`src/rtl/fpu_division_sequencer.sv`:
```
// Stage-2 stall controller for the iterative divide/sqrt unit: holds stage 2
// while the datapath runs one load cycle, N iterations, then a done handshake.
module fpu_division_sequencer #(
  parameter int DIV_ITERATIONS  = 25,
  parameter int SQRT_ITERATIONS = 25,
  parameter int COUNT_WIDTH     = 5
) (
  input  logic                   clk,
  input  logic                   reset,
  input  logic                   stall_in,
  input  logic                   fpu_stage2_division_op,
  input  logic                   fpu_stage2_normal_op,
  input  logic                   fpu_stage2_division_mode,
  output logic                   stall,
  output logic                   division_load,
  output logic                   division_iterate,
  output logic [COUNT_WIDTH-1:0] iteration_count,
  output logic                   division_done,
  output logic                   busy
);

  typedef enum logic [1:0] {
    IDLE,
    LOAD,
    ITERATE,
    DONE
  } state_t;

  localparam logic [COUNT_WIDTH-1:0] DIV_LAST  = COUNT_WIDTH'(DIV_ITERATIONS - 1);
  localparam logic [COUNT_WIDTH-1:0] SQRT_LAST = COUNT_WIDTH'(SQRT_ITERATIONS - 1);

  state_t                 state;
  logic                   mode_q;
  logic                   start;
  logic [COUNT_WIDTH-1:0] last_count;

  // reset is folded into start so the stall path is quiet while reset is held
  always_comb begin
    start      = reset & fpu_stage2_division_op & fpu_stage2_normal_op & ~stall_in;
    last_count = mode_q ? SQRT_LAST : DIV_LAST;
  end

  always_comb begin
    stall = stall_in;
    case (state)
      IDLE:          stall = stall_in | start;
      LOAD, ITERATE: stall = 1'b1;
      DONE:          stall = stall_in;
      default:       stall = stall_in;
    endcase
  end

  // Pulse outputs are registered alongside the state they decode, so each one
  // is set on the edge that enters its state.
  always_ff @(posedge clk or negedge reset) begin
    if (!reset) begin
      state            <= IDLE;
      mode_q           <= 1'b0;
      iteration_count  <= '0;
      division_load    <= 1'b0;
      division_iterate <= 1'b0;
      division_done    <= 1'b0;
      busy             <= 1'b0;
    end else begin
      division_load    <= 1'b0;
      division_iterate <= 1'b0;
      division_done    <= 1'b0;
      case (state)
        IDLE: begin
          iteration_count <= '0;
          if (start) begin
            state         <= LOAD;
            division_load <= 1'b1;
            busy          <= 1'b1;
          end else begin
            busy <= 1'b0;
          end
        end
        LOAD: begin
          mode_q           <= fpu_stage2_division_mode;
          iteration_count  <= '0;
          state            <= ITERATE;
          division_iterate <= 1'b1;
        end
        ITERATE: begin
          if (iteration_count == last_count) begin
            state         <= DONE;
            division_done <= 1'b1;
          end else begin
            iteration_count  <= iteration_count + 1'b1;
            division_iterate <= 1'b1;
          end
        end
        DONE: begin
          if (stall_in) begin
            division_done <= 1'b1;
          end else begin
            state           <= IDLE;
            iteration_count <= '0;
            busy            <= 1'b0;
          end
        end
        default: begin
          state           <= IDLE;
          iteration_count <= '0;
          busy            <= 1'b0;
        end
      endcase
    end
  end

endmodule

```
`config.mk`:
```
export PLATFORM = sky130hd
export DESIGN_NAME = fpu_division_sequencer
export DESIGN_NICKNAME = d
export VERILOG_FILES = /design/src/rtl/fpu_division_sequencer.sv
export SDC_FILE = /design/constraint.sdc
export NUM_CORES = 1
export LEC_CHECK = 0
export ABC_CLOCK_PERIOD_IN_PS = 2900
export CAP_MARGIN = 30
export CORE_AREA = 2 2 39 41
export DETAILED_ROUTE_END_ITERATION = 10
export DIE_AREA = 0 0 41 43
export PLACE_DENSITY = 0.78
export SYNTH_ARGS = -nofsm -noshare
export SYNTH_HDL_FRONTEND = slang
export SYNTH_SLANG_ARGS = --single-unit
```
`constraint.sdc`:
```
create_clock -name clk -period 2.9 [get_ports clk]
set_input_delay 0.58 -clock clk [delete_from_list [all_inputs] [get_ports clk]]
set_output_delay 0.58 -clock clk [all_outputs]
set_load 0.005 [all_outputs]
```
Word-level counts from Yosys, hierarchy flattened
Cells that the tools add are included.
Operators by class
  $add $sub $neg: 1
  mux-type cells: 17
  bitwise operators: 5
  reduce and logical (&&, ||, !) cells: 7
  equal/unequal tests: 8
Operators by type and width (count)
  5-bit one-hot mux with 3 select lines: 1
  5-bit two-way mux: 2
  2-bit inequality test, second input constant: 4
  2-bit one-hot mux with 4 select lines: 1
  1-bit two-way mux: 6
  2-bit two-way mux: 3
  1-bit one-hot mux with 2 select lines: 3
  5-bit by 1-bit adder with 5-bit output, second input constant: 1
  5-bit == test, second input constant: 1
  2-bit == test, second input constant: 2
  2-bit AND reduction: 2
  2-bit OR reduction: 2
  1-bit AND: 3
  1-bit one-hot mux with 3 select lines: 1
  3-bit AND reduction: 1
  2-bit by 1-bit == test with 1-bit output, second input constant: 1
  2-bit zero test: 1
  2-bit nonzero test: 1
  1-bit inverter: 1
  1-bit OR: 1
Storage, ports and cells
  output and inout port bits: 10
  bits in registers: 11
  logic and storage cells: 44
  input port bits: 6

Longest topological paths before layout
Gate-level depths: netlist of the first run.
  depth after elaboration: 5
  depth in mapped cells: 6

Least setup slack after synthesis of the first run
OpenSTA, ideal clock, no wires.
  path kind: register to output
  start point: reg state[0]
  end point: out stall
  stages on the path, launching flop included: 7
  path slack: 1.167 ns
  arrival time: 1.153 ns
  path buffers: 1
  path through: dfrtp_1 inv_1 ha_1 clkbuf_1 nor2_1 a21oi_1 o32a_1
Between the ends
  cells in the longest elaborated chain, start to end: 3
Ends and longest elaborated chain
  start, declared: RTL line 32  | state_t state;
  start signal, assigned: RTL line 57  | state <= IDLE;
  start signal, assigned: RTL line 72  | state <= LOAD;
  start signal, assigned: RTL line 82  | state <= ITERATE;
  2-bit by 1-bit == test with 1-bit output / 2-bit == test (equally long branches): RTL line 45  | case (state)
  2-bit OR reduction: RTL line 45
  1-bit one-hot mux with 3 select lines *: RTL line 45
  end, declared: RTL line 14  | output logic stall,
Mark *: on every way between the ends. The rest lies on a longest branch, timed or not.

Worst setup path in the final report of the first run
  start point: in fpu_stage2_normal_op
  end point: out stall
Between the ends
  cells in the longest elaborated chain, start to end: 4
Ends and longest elaborated chain
  start, declared: RTL line 12  | input logic fpu_stage2_normal_op,
  1-bit AND (2 in a row): RTL line 39  | start = reset & fpu_stage2_division_op & fpu_stage2_normal_op & ~stall_in;
  1-bit OR: RTL line 46  | IDLE: stall = stall_in | start;
  1-bit one-hot mux with 3 select lines: RTL line 45
No other way between the ends.

==> impl_metrics.env, run 1 <==
export IMPL_yosysSeqAreaShare=0.429
export IMPL_power_switching_w=0.000266
export IMPL_startpoint_type="primary input"
export IMPL_crit_path_cell_trace="clkdlybuf4s50_1, nand3_1, a21oi_1, o32a_1, clkdlybuf4s50_1"
export IMPL_crit_path_end="stall"
export IMPL_ir_drop_mv=0.557
export IMPL_die_x_um=41
export IMPL_p_comb_frac=0.542
export IMPL_nets=93
export IMPL_status="finished clean"
export IMPL_vias=516
export IMPL_routed_wl_um=1290
export IMPL_period_share=0.874
export IMPL_power_w=0.000724
export IMPL_clkTransAtPathRegs_ns=0.07
export IMPL_gp_congestion=0.714
export IMPL_cts_buffer_depth=2
export IMPL_critPathMaxStageDelay_ns=0.50
export IMPL_p_per_area_nw_per_um2=870
export IMPL_critPathLaunch="fpu_stage2_normal_op"
export IMPL_leakagePower_nw=0.371
export IMPL_seqPwrFrac=0.313
export IMPL_ios=16
export IMPL_syn2layout_area_growth_pct=29.6
export IMPL_period_minus_slack_ns=2.54
export IMPL_p_int_w=0.000458
export IMPL_diodes=0
export IMPL_crit_slowest_cell="clkdlybuf4s50_1"
export IMPL_dr_pass1_iters=4
export IMPL_yosysTopAreaCell="dfrtp_1"
export IMPL_initial_core_util=0.464
export IMPL_maxCapViolCount=0
export IMPL_grt_pass1_wl_um=2220
export IMPL_clock_latency_ns=0.27
export IMPL_post_cts_repair_setup_buffers=0
export IMPL_layout_drive_gt1_share=0.0875
export IMPL_ff2ff_path_depth=5
export IMPL_antenna_found_initial=0
export IMPL_drv_slew=0
export IMPL_critPathKind="primary input to output port"
export IMPL_dp_hpwl_um=1000
export IMPL_max_slew_worst_pin_slew_ns=0.449
export IMPL_r2r_start="iteration_count[1]$_DFFE_PN0P_"
export IMPL_tns_ns=0
export IMPL_yosys_area_top_type_share=0.429
export IMPL_p_sw_frac=0.367
export IMPL_yosysWarnings=0
export IMPL_place_port_buffers=14
export IMPL_drc_errors=0
export IMPL_slew_headroom=0.698
export IMPL_overflow=0
export IMPL_grt_pass1_vias=508
export IMPL_ys_ff_latch=11
export IMPL_crit_cells=5
export IMPL_timing_rr_end="state[1]$_DFFE_PN0P_"
export IMPL_holdBufCountCts=0
export IMPL_routed_wire_length_per_instance_um=13.4
export IMPL_cp_required_ns=2.32
export IMPL_cts_sinks=11
export IMPL_core_sq_um=1380
export IMPL_syn_nets=74
export IMPL_finClkSkew_ns=0.00591
export IMPL_htreeDepth=1
export IMPL_hold_violations=0
export IMPL_syn_avg_cell_area_sq_um=10.4
export IMPL_dieArea_sq_um=1760
export IMPL_synth_edf_count=0
export IMPL_synthCells=62
export IMPL_tritoncts="built"
export IMPL_hold_class="flop to flop"
export IMPL_cts_buffers=3
export IMPL_die_height_um=43
export IMPL_fillers=125
export IMPL_worstPathArrival_ns=1.96
export IMPL_critPathBufInv=2
export IMPL_avgViaCountPerCell=5.38
export IMPL_clock_power_share=0.146
export IMPL_endpoint_kind="output port"
export IMPL_cts_resized=0
export IMPL_synthesis_area_sq_um=642
export IMPL_r2r_slack_ns=1.20
export IMPL_synthFlopType="dfrtp_1"
export IMPL_yosys_top_cells_area="dfrtp_1, ha_1, inv_1, nand3_1, nand4b_4"
export IMPL_ys_async_sr_fraction=1.00
export IMPL_grt_max_degree=14
export IMPL_cp_max_fo=3
export IMPL_ctsRootBufferMaster="clkbuf_4"
export IMPL_yosysUniqueCellTypes=22
export IMPL_critical_path_top_delay_family="buffers and inverters"
export IMPL_clock_fmax_ghz=0.394
export IMPL_rsz0062_at_grt="no"
export IMPL_grt_usage=0.191
export IMPL_drtIter0Drc=6
export IMPL_ant_nets=0
export IMPL_rows=14
export IMPL_setup_viol=0
export IMPL_critical_path_most_common_cell="clkdlybuf4s50_1"
## power by group through the flow
| stage | Sequential, W | Combinational (W) | Clock [W] |
|---|---|---|---|
| after floorplan | 0.000227 | 0.000257 | 0 |
| after global placement | 0.000228 | 0.000382 | 0 |
| after detailed placement | 0.000230 | 0.000396 | 0 |
| after CTS | 0.000226 | 0.000397 | 0.000111 |
| after global routing | 0.000235 | 0.000441 | 0.000119 |
| final | 0.000226 | 0.000392 | 0.000106 |
## metal layers
metal,GRT usage,vias up,part of all wire
met1,0.233,238,0.44
met2,0.284,9,0.51
met5,0,-,0
met4,0.120,0,0.018
li1,-,265,-
met3,0.0471,4,0.026
## synthesized netlist by cell type, types with 2 or more instances
library cell	number
a21oi_1	4
a21boi_0	2
o32a_1	2
nand3_1	5
nand2_1	4
nor2b_1	2
dfrtp_1	11
o21ai_0	4
ha_1	6
mux2i_1	2
inv_1	7
o22ai_1	3
## final cells by class
class / instances / area (sq um) / area share
multi-input cells: 43 / 337 / 0.405
flip-flops and latches: 11 / 275 / 0.331
well taps: 16 / 20.0 / 0.0241
clock buffers: 4 / 26.3 / 0.0316
inverters: 7 / 26.3 / 0.0316
repair buffers: 15 / 148 / 0.177
## flip-flops by register name, indices dropped and copies added (netlist names)
signal,flops
division_load,1
division_done,1
division_iterate,1
iteration_count,5
busy,1
state,2
## layout by cell type (no fill, tap or decap), drive strengths merged
master / instances
a221oi: 1
nor2: 1
clkbuf: 4
a21bo: 1
nand3: 5
nand4b: 2
clkdlybuf4s50: 14
o32a: 2
o22ai: 3
o21ai: 4
ha: 6
inv: 7
a21oi: 4
and4b: 1
and2: 2
mux2i: 2
mux2: 1
nand2: 4
nor2b: 2
buf: 1
a21boi: 2
dfrtp: 11
## cells by family (layout without fill, tap and decap cells)
logic type / Yosys count / count (layout) / share of synthesized area
multiplexers: 3 / 3 / 0.0487
AO/OA/AOI/OAI: 17 / 17 / 0.185
flip-flops: 11 / 11 / 0.429
buffers and inverters: 8 / 26 / 0.0468
AND/OR/NAND/NOR: 17 / 17 / 0.173
adder cells (fa/ha/maj): 6 / 6 / 0.117
## tightest hold or removal path: stages (launching register included)
cell,delay (ns)
dfrtp_1,0.37
nand2_1,0.05
o21ai_0,0.07
## stage by stage
stage | utilization | setup slack, ns | hold slack [ns] | cell area, sq um | cells
floorplan | - | 1.17 | 0.284 | 642 | 62
global placement | 0.582 | 0.394 | 0.494 | 806 | 92
detailed placement | 0.582 | 0.358 | 0.542 | 806 | 92
CTS | 0.601 | 0.360 | 0.557 | 832 | 96
global route | 0.601 | 0.271 | 0.597 | 832 | 96
finish | 0.601 | 0.364 | 0.538 | 832 | 96
## worst min path at each step
| stage | from | endpoint | slack (ns) | cells past startpoint |
|---|---|---|---|---|
| 4_1_cts | busy$_DFFE_PN0P_ | busy$_DFFE_PN0P_ | 0.56 | 2 |
| 6_report | busy$_DFFE_PN0P_ | busy$_DFFE_PN0P_ | 0.54 | 2 |
| 2_1_floorplan | reset | busy$_DFFE_PN0P_ | 0.28 | 0 |
| 5_1_grt | state[0]$_DFFE_PN0P_ | state[0]$_DFFE_PN0P_ | 0.60 | 1 |
| 3_3_place_gp | busy$_DFFE_PN0P_ | busy$_DFFE_PN0P_ | 0.49 | 2 |
| 3_5_place_dp | busy$_DFFE_PN0P_ | busy$_DFFE_PN0P_ | 0.54 | 2 |
No activity file was read; power rests on OpenSTA's default activity.
==> run 2, diff against run 1 <==
HOLD_SLACK_MARGIN = 0.05   (was not set)
==> results of run 2 <==
Same layout as run 1: the final DEF is identical, and so are final timing and power.
